File: src/rtl/sp_instr_fifo_packer.sv
// Producer side of the scratchpad read-instruction FIFO: expands row-range
// requests into (mat, row) slots and packs four slots per FIFO word.
module sp_instr_fifo_packer #(
  parameter int MAT_W        = 4,
  parameter int ROW_W        = 3,
  parameter int FLUSH_CYCLES = 4
) (
  input  logic                           CLK,
  input  logic                           nRST,
  input  logic                           req_valid,
  output logic                           req_ready,
  input  logic [MAT_W-1:0]               req_mat,
  input  logic [ROW_W-1:0]               req_row,
  input  logic [ROW_W:0]                 req_cnt,
  input  logic                           flush,
  input  logic                           instr_FIFO_full,
  output logic                           instr_FIFO_WEN,
  output logic [4*(1+MAT_W+ROW_W)-1:0]   instr_FIFO_wdata,
  output logic                           busy
);

  localparam int S  = 1 + MAT_W + ROW_W;
  localparam int CW = ROW_W + 1;
  localparam int IW = $clog2(FLUSH_CYCLES + 1);
  localparam logic [CW-1:0] MAX_CNT = {1'b1, {ROW_W{1'b0}}};

  typedef enum logic [1:0] {
    ST_IDLE,
    ST_PACK,
    ST_PUSH,
    ST_WAIT
  } state_t;

  state_t             state;

  logic [MAT_W-1:0]   w_mat_q, w_mat_d;
  logic [ROW_W-1:0]   w_row_q, w_row_d;
  logic [CW-1:0]      w_rem_q, w_rem_d;
  logic [3:0][S-1:0]  buf_q, buf_d;
  logic [2:0]         f_q, f_d;
  logic [IW-1:0]      idle_q, idle_d;
  logic               fp_q, fp_d;

  logic               accept;
  logic               push;
  logic [2:0]         room;
  logic [2:0]         k;
  logic [2:0]         pos;
  logic [CW-1:0]      sat_cnt;

  always_ff @(posedge CLK or negedge nRST) begin
    if (!nRST) begin
      w_mat_q <= '0;
      w_row_q <= '0;
      w_rem_q <= '0;
      buf_q   <= '0;
      f_q     <= '0;
      idle_q  <= '0;
      fp_q    <= 1'b0;
    end else begin
      w_mat_q <= w_mat_d;
      w_row_q <= w_row_d;
      w_rem_q <= w_rem_d;
      buf_q   <= buf_d;
      f_q     <= f_d;
      idle_q  <= idle_d;
      fp_q    <= fp_d;
    end
  end

  always_comb begin
    w_mat_d   = w_mat_q;
    w_row_d   = w_row_q;
    w_rem_d   = w_rem_q;
    buf_d     = buf_q;
    f_d       = f_q;
    idle_d    = idle_q;
    fp_d      = fp_q;
    pos       = '0;
    room      = 3'd4 - f_q;
    k         = '0;
    sat_cnt   = (req_cnt > MAX_CNT) ? MAX_CNT : req_cnt;

    // Full words and flush/timeout-driven partial words share one push path.
    if (f_q == 3'd4 ||
        (f_q != '0 && w_rem_q == '0 && (fp_q || idle_q == IW'(FLUSH_CYCLES))))
      state = ST_PUSH;
    else if (w_rem_q != '0)
      state = ST_PACK;
    else if (f_q == '0)
      state = ST_IDLE;
    else
      state = ST_WAIT;

    req_ready = (w_rem_q == '0) && !(f_q == 3'd4 && instr_FIFO_full);
    accept    = req_valid && req_ready;
    push      = (state == ST_PUSH) && !instr_FIFO_full;

    case (state)
      ST_PUSH: begin
        if (push) begin
          buf_d = '0;
          f_d   = '0;
        end
      end
      ST_PACK: begin
        k = (w_rem_q < CW'(room)) ? 3'(w_rem_q) : room;
        for (int unsigned j = 0; j < 4; j++) begin
          pos = 3'(j);
          if (pos >= f_q && pos < f_q + k)
            buf_d[j] = {1'b1, w_mat_q, w_row_q + ROW_W'(pos - f_q)};
        end
        w_row_d = w_row_q + ROW_W'(k);
        w_rem_d = w_rem_q - CW'(k);
        f_d     = f_q + k;
      end
      default: ;
    endcase

    // Acceptance requires an empty walker, so it never overlaps a PACK cycle.
    if (accept) begin
      w_mat_d = req_mat;
      w_row_d = req_row;
      w_rem_d = sat_cnt;
    end

    if (accept || push || (f_d != f_q))
      idle_d = '0;
    else if (f_q != '0 && w_rem_q == '0 && !req_valid && idle_q != IW'(FLUSH_CYCLES))
      idle_d = idle_q + 1'b1;

    // A flush seen mid-walk is held until the walker drains.
    if ((push && w_rem_q == '0) || (f_q == '0 && w_rem_q == '0))
      fp_d = 1'b0;
    else if (flush)
      fp_d = 1'b1;
  end

  assign instr_FIFO_WEN   = push;
  assign instr_FIFO_wdata = buf_q;
  assign busy             = (w_rem_q != '0) || (f_q != '0);

endmodule

File: config.mk
export PLATFORM = sky130hd
export DESIGN_NAME = sp_instr_fifo_packer
export DESIGN_NICKNAME = d
export VERILOG_FILES = /design/src/rtl/sp_instr_fifo_packer.sv
export SDC_FILE = /design/constraint.sdc
export NUM_CORES = 1
export LEC_CHECK = 0
export ABC_AREA = 1
export BUFFER_PORTS_ARGS = -buffer_cell sky130_fd_sc_hd__buf_4
export CAP_MARGIN = 20
export CORE_AREA = 2 2 61 121
export DETAILED_ROUTE_END_ITERATION = 16
export DIE_AREA = 0 0 63 123
export HOLD_SLACK_MARGIN = 0.02
export SLEW_MARGIN = 10
export SYNTH_ARGS = -nofsm -noshare
export SYNTH_HDL_FRONTEND = slang
export SYNTH_SLANG_ARGS = --single-unit
File: constraint.sdc
create_clock -name CLK -period 9 [get_ports CLK]
set_clock_uncertainty 0.15 [all_clocks]
set_input_delay 1.35 -clock CLK [delete_from_list [all_inputs] [get_ports CLK]]
set_output_delay 1.35 -clock CLK [all_outputs]
set_load 0.03 [all_outputs]
# After elaboration in Yosys (flattened, before gate mapping)
# Cells that the tools add are included.
[classes]
n_addsub = 13
n_lt_le_gt_ge = 10
n_eq_ne = 11
mux = 21
reduce_logical = 35
[ops]
columns = ["cell", "count"]
rows = [
  ["case mux 32 bit (2 select lines)", 1],
  ["two-way mux 32 bit", 1],
  ["two-way mux 8 bit", 4],
  ["adder 3 bit", 6],
  ["two-way mux 3 bit", 6],
  ["logical AND 1 bit", 14],
  ["two-way mux 4 bit", 3],
  ["AND reduction 3 bit", 4],
  ["!= test 2 bit, second input constant", 5],
  ["nonzero test 2 bit", 4],
  ["== test 3 bit, second input constant", 2],
  ["greater-or-equal comparator 1 x 3 -> 1 bit, first input constant", 2],
  ["greater-or-equal comparator 2 x 3 -> 1 bit, first input constant", 2],
  ["logical OR 1 bit", 6],
  ["< comparator 1 x 3 -> 1 bit, first input constant", 2],
  ["< comparator 2 x 3 -> 1 bit, first input constant", 2],
  ["two-way mux 2 bit", 3],
  ["case mux 3 bit (2 select lines)", 1],
  ["subtractor 1 x 3 -> 3 bit, first input constant", 2],
  ["subtractor 2 x 3 -> 3 bit, first input constant", 2],
  ["greater-than comparator 4 bit, second input constant", 1],
  ["zero test 4 bit", 1],
  ["< comparator 4 x 3 -> 1 bit", 1],
  ["nonzero test 4 bit", 1],
  ["11 further kinds", 14],
]
[word_totals]
reg_bits = 50
input_bits = 16
out_inout_bits = 35
elab_cells = 100

# Depth between registers and ports, before layout
# Gate-level depths: netlist of run 1.
[depth]
word_depth = 12
mapped_depth = 23
ltp_nobuf = 22

# Worst setup path before layout of run 1
# No wires, ideal clock.
[synth_timing]
path_kind = "flip-flop to flip-flop"
from = "reg f_q[1]"
to = "reg buf_q, in the netlist instr_FIFO_wdata[31]"
setup_ns = 0.121
arrival_ns = 3.126
path_slack_ns = 5.603
stages_incl_launch_ff = 22
n_path_buf = 1
synth_period_minus_slack_ns = 3.397
path_cell_list = "dfrtp_1 inv_1 ha_1 inv_1 ha_1 nand2_1 nand2_1 nand2_2 nand2_2 nand2_1 o21ai_0 ha_1 fa_1 xnor2_1 inv_1 nand3_1 nand2_2 o21ai_2 nand2_2 buf_6 nand2_1 o21ai_2"
[synth_via]
elab_chain_len = 9
elab_cells_between_ends = 24
classes_between = "add/sub (2); order compare (3); eq/ne (5); mux (5); reduce/logical (9)"
[synth_lines]
columns = ["element", "line", "rtl"]
rows = [
  ["from (decl)", "40", "logic [2:0] f_q, f_d;"],
  ["from (signal assigned)", "57", "f_q <= '0;"],
  ["from (signal assigned)", "65", "f_q <= f_d;"],
  ["branches (longest 9 deep; another with < comparator 4 x 3 -> 1 bit)", "n/a", ""],
  ["to (signal assigned)", "64", "buf_q <= buf_d;"],
  ["to (decl)", "39", "logic [3:0][S-1:0] buf_q, buf_d;"],
]
# Parallel ways; which one is timed is not known.
# A chain may end at the register's enable or synchronous reset.

# Final worst setup path of run 1
[layout_timing]
from = "reg f_q[0]"
to = "reg buf_q, in the netlist instr_FIFO_wdata[27]"
# The elaborated chain is that of the path after synthesis.

==> reports/qor.txt, run 1 <==
outcome -> finished clean
total CTS buffers -> 5
worst hold path class -> register to register
largest net degree at the start of global routing -> 51
CP Max Fanout -> 20
post-synthesis cell count -> 341
GRT overflow -> 0
Synth async-reset ratio -> 100%
htree depth -> 2
chip width -> 63 µm
Initial Utilization -> 44.0%
ant diodes -> 0
Vias/cell -> 4.92
global placement routability congestion -> 0.868
Total Nets Final -> 432
synth top area cells -> dfrtp_1 (42%), nand2_1 (12%), ha_1 (8.7%)
Post-CTS Resized -> 0
Most used DFF post-synth -> dfrtp_1
Startpoint Class -> register
Site Rows -> 43
initial drt markers -> 98
final WL -> 6490 µm
largest area contributor in the netlist -> dfrtp_1
synthesized area -> 3000 µm²
Warnings, synthesis -> 0
number of synthesized flops with an enable pin -> 0
Crit path top cell by count -> inv_1
most frequent cells in the layout -> nand2_1 (100), dfrtp_1 (50), buf_4 (50)
worst setup path category -> register to register
Final ANT Viol Nets -> 0
CP cell instances -> inv_1 -> ha_1 -> inv_1 -> nor2_1 -> nor2_1 -> inv_1 -> nand2_1 -> inv_1 -> ha_1 -> inv_2 -> o21ai_2 -> nand2_2 -> nand2_1 -> o21ai_2
Port-buffer cells -> 50
Hold Path Sink -> instr_FIFO_wdata[1]$_DFFE_PN0P_
Max Clk Rate -> 0.236 GHz
Worst-Skew Late Latency -> 0.30 ns
CP peak stage delay -> 0.84 ns
Final Max Slew Viols -> 0
Worst EP required -> 9.03 ns
end of the worst register-to-register path -> instr_FIFO_wdata[27]$_DFFE_PN0P_
cell family with most CP delay -> adder cells
worst slew pin tran -> 1.00 ns
via count -> 2370
Synth cell types -> 37
DIE AREA -> 7750 µm²
reg2reg setup slack -> 4.76 ns
synthesized flop and latch total -> 50
wire length per cell -> 13.5 µm
Net Count, Synth -> 382
CP max stage cell -> o21ai_2
CTS tree -> yes
vias in the first global route -> 2442
Final Setup Violations -> 0
reg-to-reg critical path startpoint -> f_q[0]$_DFF_PN0_
clk buf depth -> 2
RSZ-0062 raised after global routing -> no
Cells on Worst Hold Path -> 2
Root Buffer -> clkbuf_16
total iterations of the first detailed-routing run -> 7
Worst-path clk slew -> 0.07 ns
Max Cap Viol -> 0
clock sink count -> 50
Worst Setup End Kind -> register
leading cell type in the layout, fill and taps excluded -> nand2_1
GR Util All Layers -> 18.4%
post-synth top area share -> 41.6%
Worst Path Buf+Inv -> 5
Fin. Hold Viols -> 0
Top-Level Pins -> 51
min Tclk post-route -> 4.24 ns
reg2reg path depth -> 14
cts-stage hold buffer count -> 0
setup_tns -> 0 ns
first-pass GRT wire length -> 11200 µm
Final period util -> 47.1%
HPWL Detailed -> 4950 µm
Die Height -> 123 µm
Avg Cell Area, Syn -> 8.81 µm²
max_slew headroom -> 33.1%
critical path arrival -> 4.27 ns
min-delay src -> instr_FIFO_wdata[1]$_DFFE_PN0P_
register area share after synthesis -> 41.6%
share of cells above drive strength 1 -> 26.8%
setup bufs post-CTS -> 0
initial antenna violation count -> 0
DRC viols -> 0
synth-to-layout area growth -> 19.7%
core region area -> 6830 µm²
-- cell families after synthesis --
kind of cell	share of synthesized area, %
AND/OR/NAND/NOR	23.7
flip-flops	41.6
buffers and inverters	7.54
AO/OA/AOI/OAI	10.7
adder cells (fa/ha/maj)	11.4
XOR/XNOR	4.96
-- sequential cells by signal, summed over array words and instances (netlist names) --
register and count:
f_q 3, instr_FIFO_wdata 32, fp_q 1, w_rem_q 4
w_row_q 3, w_mat_q 4, idle_q 3
-- synthesized netlist by cell type, types with 2 or more instances --
cell type / count
dfrtp_1: 50
nor2_2: 2
xor2_1: 8
inv_1: 35
clkbuf_1: 2
o221ai_1: 3
ha_1: 21
o21ai_2: 18
o21ai_0: 4
nand2_4: 3
nand2_2: 11
o21ai_1: 2
buf_6: 3
nand3_1: 25
nand2_1: 100
inv_2: 6
o211ai_1: 4
xnor2_1: 4
nor2_1: 15
a21oi_1: 5
fa_1: 4
-- layout make-up --
class                   count  area, µm²
flip-flops and latches     50       1250
repair buffers             50        375
well taps                  90        113
clock inverters             3       47.5
clock buffers               5        125
multi-input cells         242       1530
fillers                   685       3240
inverters                  42        158
-- tightest hold or removal path, cell delays in order, from the launching register on --
cell and delay, ns:
dfrtp_1 0.34, nand2_1 0.05, nand2_1 0.05
-- per-stage QoR --
stage / std cells / instance area [µm²] / worst slack, ns / hold WS, ns / util [%]
2_1_floorplan: 341 / 3000 / 5.60 / 0.299 / -
3_3_place_gp: 474 / 3420 / 4.82 / 0.312 / 50.1
3_5_place_dp: 474 / 3420 / 4.74 / 0.314 / 50.1
4_1_cts: 482 / 3600 / 4.72 / 0.331 / 52.6
5_1_grt: 482 / 3600 / 4.37 / 0.351 / 52.6
6_report: 482 / 3600 / 4.76 / 0.331 / 52.6
-- layer usage --
metal | vias up | global-route usage (%) | share of wire (%)
met4 | 0 | 6.25 | 1.5
met3 | 8 | 2.91 | 4.2
met1 | 1108 | 22.7 | 44
met2 | 60 | 32.6 | 50
met5 | - | 0 | 0
li1 | 1194 | - | -
-- how the worst max path moves through the flow --
| stage | end | depth (start not counted) | startpoint |
|---|---|---|---|
| floorplan | instr_FIFO_wdata[31]$_DFFE_PN0P_ | 21 | f_q[1]$_DFF_PN0_ |
| global placement | instr_FIFO_wdata[30]$_DFFE_PN0P_ | 14 | f_q[0]$_DFF_PN0_ |
| detailed placement | instr_FIFO_wdata[27]$_DFFE_PN0P_ | 14 | f_q[0]$_DFF_PN0_ |
| CTS | instr_FIFO_wdata[27]$_DFFE_PN0P_ | 14 | f_q[0]$_DFF_PN0_ |
| global route | instr_FIFO_wdata[27]$_DFFE_PN0P_ | 14 | f_q[0]$_DFF_PN0_ |
| finish | instr_FIFO_wdata[27]$_DFFE_PN0P_ | 14 | f_q[0]$_DFF_PN0_ |
Power of run 1 is left out: the tool's default activity adds up to more than one toggle a clock period on the data nets, which glitch-free logic cannot reach.
==> run 2: changes to the inputs <==
--- a/config.mk
+++ b/config.mk
@@ -12,6 +12,7 @@
 export DETAILED_ROUTE_END_ITERATION = 16
 export DIE_AREA = 0 0 63 123
 export HOLD_SLACK_MARGIN = 0.02
+export PLACE_DENSITY = 0.67
 export SLEW_MARGIN = 10
 export SYNTH_ARGS = -nofsm -noshare
 export SYNTH_HDL_FRONTEND = slang
==> constraint.sdc (replaced) <==
create_clock -name CLK -period 3.7 [get_ports CLK]
set_clock_uncertainty 0.15 [all_clocks]
set_input_delay 0.555 -clock CLK [delete_from_list [all_inputs] [get_ports CLK]]
set_output_delay 0.555 -clock CLK [all_outputs]
set_load 0.03 [all_outputs]
==> reports/qor.txt, run 2 (synthesis gave the netlist of run 1 again) <==
outcome -> finished clean
Final ANT Viol Nets -> 0 (unchanged)
CTS tree -> yes
Die Height -> 123 µm (unchanged)
max_slew headroom -> 56.9% (+24 points)
Vias/cell -> 4.93 (+0.36%)
htree depth -> 2 (unchanged)
Worst-path clk slew -> 0.07 ns (about the same)
ant diodes -> 0 (unchanged)
initial antenna violation count -> 0 (unchanged)
total iterations of the first detailed-routing run -> 4 (-3)
chip width -> 63 µm (unchanged)
largest net degree at the start of global routing -> 51 (unchanged)
first-pass GRT wire length -> 11100 µm (-1.1%)
DIE AREA -> 7750 µm² (unchanged)
final std cells w/o fill -> 489 (+1.5%)
final WL -> 6560 µm (+1.1%)
Site Rows -> 43 (unchanged)
max reg flops -> 32 (unchanged)
# fillers -> 644 (-6.0%)
via count -> 2413 (+1.8%)
initial drt markers -> 106 (+8.2%)
cts-stage hold buffer count -> 0 (unchanged)
total CTS buffers -> 5 (unchanged)
most frequent cells in the layout -> nand2_1 (100), buf_4 (57), dfrtp_1 (50)
leading cell type in the layout, fill and taps excluded -> nand2_1
global placement routability congestion -> 0.871 (+0.40%)
GRT overflow -> 0 (unchanged)
Initial Utilization -> 44.0% (unchanged)
Max Cap Viol -> 0 (unchanged)
Root Buffer -> clkbuf_16
worst hold path class -> primary input to asynchronous set/reset pin
clock sink count -> 50 (unchanged)
Final Max Slew Viols -> 0 (unchanged)
Max Clk Rate -> 0.290 GHz (+23%)
Final Setup Violations -> 0 (unchanged)
Total Nets Final -> 439 (+1.6%)
FF+latch area -> 1250 µm² (unchanged)
worst slew pin tran -> 0.646 ns (-0.357 ns)
Multi-input gate area -> 1550 µm² (+1.3%)
critical path arrival -> 3.49 ns (-0.78 ns)
GR Util All Layers -> 18.2% (-0.25 points)
Worst-Skew Late Latency -> 0.29 ns (about the same)
reg2reg setup slack -> 0.25 ns (-4.51 ns)
Worst Setup End Kind -> register
worst setup path category -> register to register
synth-to-layout area growth -> 21.6%
core region area -> 6830 µm² (unchanged)
clk buf depth -> 2 (unchanged)
Final Core Density -> 53.5% (+0.82 points)
Port-buffer cells -> 50 (unchanged)
HPWL Detailed -> 4930 µm (-0.50%)
Placed Instances -> 480 (+1.3%)
share of cells above drive strength 1 -> 28.8% (+2.0 points)
wire length per cell -> 13.4 µm (-0.35%)
DRC viols -> 0 (unchanged)
vias in the first global route -> 2320 (-5.0%)
min Tclk post-route -> 3.45 ns (-0.791 ns)
Startpoint Class -> register
Fin. Hold Viols -> 0 (unchanged)
Final period util -> 93.1% (+46 points)
CP Max Fanout -> 9 (-55%)
setup_tns -> 0 ns (unchanged)
worst hold slack -> 0.125 ns (-0.206 ns)
Top-Level Pins -> 51 (unchanged)
Worst EP required -> 3.74 ns (-5.29 ns)
[run 2: cell type report]
cell class	count	share of cell area, %
Clock inverter	2	0.480
Timing Repair Buffer	57	11.7
Clock buffer	6	3.80
Sequential cell	50	34.3
Inverter	42	4.32
Multi-Input combinational cell	242	42.3
Tap cell	90	3.08
[run 2: path summary, 6_finish.rpt]
path                                             startpoint                               end  cells after the start
max                                        f_q[0]$_DFF_PN0_   instr_FIFO_wdata[3]$_DFFE_PN0P_                     22
min                                                    nRST             idle_q[2]$_DFFE_PN0P_                      1
max reg2reg                                f_q[0]$_DFF_PN0_   instr_FIFO_wdata[3]$_DFFE_PN0P_                     22
min reg2reg                instr_FIFO_wdata[21]$_DFFE_PN0P_  instr_FIFO_wdata[21]$_DFFE_PN0P_                      2
max in group asynchronous                              nRST            w_row_q[0]$_DFFE_PN0P_                      1
min in group CLK                                 req_mat[1]            w_mat_q[1]$_DFFE_PN0P_                      3
[run 2: per-stage QoR]
| step | instance area (µm²) | setup slack (ns) |
|---|---|---|
| CTS | 3620 | 0.0999 |
| global route | 3650 | -0.0258 |
| global placement | 3470 | 0.234 |
| floorplan | 3000 | 0.303 |
| detailed placement | 3470 | 0.106 |
| finish | 3650 | 0.254 |
[run 2: repair_timing]
action                     4_1_cts  5_1_grt
gates resized for setup          0        6
setup endpoints to repair        0       35
setup buffers                    0        1
[run 2: per-layer routing]
metal,wire length [µm],vias up,GRT usage (%)
met5,0,-,0
met3,312,9,3.46
met1,2900,1129,23.3
met4,103,0,6.39
li1,-,1208,-
met2,3240,67,30.6
[run 2: critical path, cell delays in order, from the launching register on]
cell and delay [ns]:
dfrtp_1 0.38, inv_1 0.09, ha_1 0.30, inv_1 0.05, ha_1 0.26, nand2_1 0.07, nand2_1 0.05, nand2_2 0.08
nand2_2 0.10, nand2_1 0.09, o21ai_1 0.12, ha_1 0.22, fa_1 0.40, xnor2_2 0.18, inv_1 0.07, nand3_1 0.09
nand2_2 0.09, nand3_1 0.08, nand2_1 0.08, nand2_2 0.18, nand2_4 0.11, nand2_1 0.07, nand2_1 0.05
Power of run 2 is left out for the same reason.
==> run 3: changes to the inputs <==
--- a/config.mk
+++ b/config.mk
@@ -8,10 +8,9 @@
 export ABC_AREA = 1
 export BUFFER_PORTS_ARGS = -buffer_cell sky130_fd_sc_hd__buf_4
 export CAP_MARGIN = 20
-export CORE_AREA = 2 2 61 121
+export CORE_AREA = 2 2 65 114
 export DETAILED_ROUTE_END_ITERATION = 16
-export DIE_AREA = 0 0 63 123
-export HOLD_SLACK_MARGIN = 0.02
+export DIE_AREA = 0 0 67 116
 export PLACE_DENSITY = 0.67
 export SLEW_MARGIN = 10
 export SYNTH_ARGS = -nofsm -noshare
==> reports/qor.txt, run 3 (synthesis gave the netlist of run 1 again) <==
outcome -> finished clean
CP Max Fanout -> 16 (+7)
ant diodes -> 0 (unchanged)
worst setup path category -> register to register
Max Cap Viol -> 0 (unchanged)
htree depth -> 2 (unchanged)
Die Height -> 116 µm (-5.7%)
met1 demand-to-capacity share in global routing -> 20.4% (-3.0 points)
clk buf depth -> 2 (unchanged)
Worst-path clk slew -> 0.07 ns (about the same)
GRT overflow -> 0 (unchanged)
Final period util -> 92.4% (-0.72 points)
clock sink count -> 50 (unchanged)
max reg flops -> 32 (unchanged)
vias in the first global route -> 2229 (-3.9%)
Fin. Hold Viols -> 0 (unchanged)
via count -> 2330 (-3.4%)
core region area -> 6810 µm² (-0.38%)
Root Buffer -> clkbuf_16
crit path from -> f_q[0]$_DFF_PN0_
HPWL Detailed -> 4950 µm (+0.36%)
GR Util All Layers -> 18.2% (+0.040 points)
Final Max Slew Viols -> 0 (unchanged)
total iterations of the first detailed-routing run -> 4 (unchanged)
first-pass GRT wire length -> 10600 µm (-4.2%)
setup_tns -> 0 ns (unchanged)
CTS tree -> yes
Initial Utilization -> 44.1% (+0.17 points)
Final ANT Viol Nets -> 0 (unchanged)
Final Worst Setup Slack -> 0.280 ns (+0.0267 ns)
initial drt markers -> 102 (-3.8%)
GR peak layer -> met2
worst slew pin tran -> 1.01 ns (+0.369 ns)
worst hold path class -> primary input to asynchronous set/reset pin
Top-Level Pins -> 51 (unchanged)
RSZ-0062 raised after global routing -> no
DIE AREA -> 7770 µm² (+0.30%)
share of cells above drive strength 1 -> 29.9% (+1.1 points)
grt met2 use -> 33.3% (+2.7 points)
Max Clk Rate -> 0.292 GHz (+0.78%)
max_slew headroom -> 32.4% (-25 points)
global placement routability congestion -> 0.840 (-3.6%)
Vias/cell -> 4.80 (-2.6%)
wire length per cell -> 13.2 µm (-1.9%)
Port-buffer cells -> 50 (unchanged)
final WL -> 6380 µm (-2.7%)
# fillers -> 682 (+5.9%)
reg-to-reg critical path startpoint -> f_q[0]$_DFF_PN0_
chip width -> 67 µm (+6.3%)
pre-CTS setup slack -> 0.120 ns (+0.0145 ns)
Total Nets Final -> 441 (+0.46%)
synth-to-layout area growth -> 22.9%
Site Rows -> 40 (-7.0%)
total CTS buffers -> 5 (unchanged)
largest net degree at the start of global routing -> 51 (unchanged)
Worst Setup End Kind -> register
leading cell type in the layout, fill and taps excluded -> nand2_1
met3 Use GR -> 2.91% (-0.55 points)
DRC viols -> 0 (unchanged)
initial antenna violation count -> 0 (unchanged)
Startpoint Class -> register
Final Setup Violations -> 0 (unchanged)
min Tclk post-route -> 3.42 ns (-0.0267 ns)
Worst EP required -> 3.73 ns (about the same)
critical path arrival -> 3.45 ns (-0.04 ns)
most frequent cells in the layout -> nand2_1 (99), buf_4 (58), dfrtp_1 (49)
Worst-Skew Late Latency -> 0.29 ns (about the same)
[run 3: final timing paths]
kind                                                     to  slack (ns)  depth (start not counted)
max reg2reg                instr_FIFO_wdata[12]$_DFFE_PN0P_        0.28                         22
max in group asynchronous                  f_q[0]$_DFF_PN0_        2.81                          1
min reg2reg                instr_FIFO_wdata[16]$_DFFE_PN0P_        0.32                          2
min in group CLK                     w_mat_q[3]$_DFFE_PN0P_        0.30                          3
max                        instr_FIFO_wdata[12]$_DFFE_PN0P_        0.28                         22
min                        instr_FIFO_wdata[31]$_DFFE_PN0P_        0.14                          1
[run 3: layer usage]
metal	vias to the layer above	wire length [µm]
li1	1211	-
met1	1073	2390
met2	37	3670
met3	9	179
met4	0	140
met5	-	0
[run 3: through the flow]
stage                     cells  hold WS (ns)  util [%]  instance area [µm²]
after detailed placement    474         0.312      50.8                 3460
after floorplan             341         0.109         -                 3000
after CTS                   482         0.158      53.5                 3640
after global routing        485         0.184      54.2                 3690
after global placement      474         0.308      50.8                 3460
final                       485         0.137      54.2                 3690
[run 3: area by class of cell]
| type | count | area (µm²) | share of cell area, % |
|---|---|---|---|
| clock buffer | 6 | 139 | 3.76 |
| multi-input combinational | 243 | 1560 | 42.3 |
| sequential | 50 | 1250 | 33.9 |
| tap | 84 | 105 | 2.85 |
| clock inverter | 2 | 38.8 | 1.05 |
| timing repair buffer | 58 | 435 | 11.8 |
| inverter | 42 | 158 | 4.27 |
[run 3: critical path, stage by stage (launching register included)]
cell and delay, ns:
dfrtp_2 0.41, inv_1 0.09, ha_1 0.31, inv_1 0.05, ha_1 0.26, nand2_1 0.07
nand2_1 0.06, nand2_2 0.08, nand2_2 0.09, nand2_1 0.06, o21ai_0 0.11, ha_1 0.22
fa_2 0.36, xnor2_2 0.20, inv_1 0.06, nand3_1 0.09, nand2_2 0.09, nand2_1 0.07
nand2_1 0.06, nand2_2 0.08, nand2_4 0.14, nand2_1 0.15, o21ai_2 0.06
[run 3: timing repair]
item,4_1_cts,5_1_grt
gates resized for setup,0,9
hold buffers,0,0
hold endpoints to repair,0,0
buffers inserted,0,2
endpoints found under the setup margin,0,33
Power of run 3 is left out for the same reason.
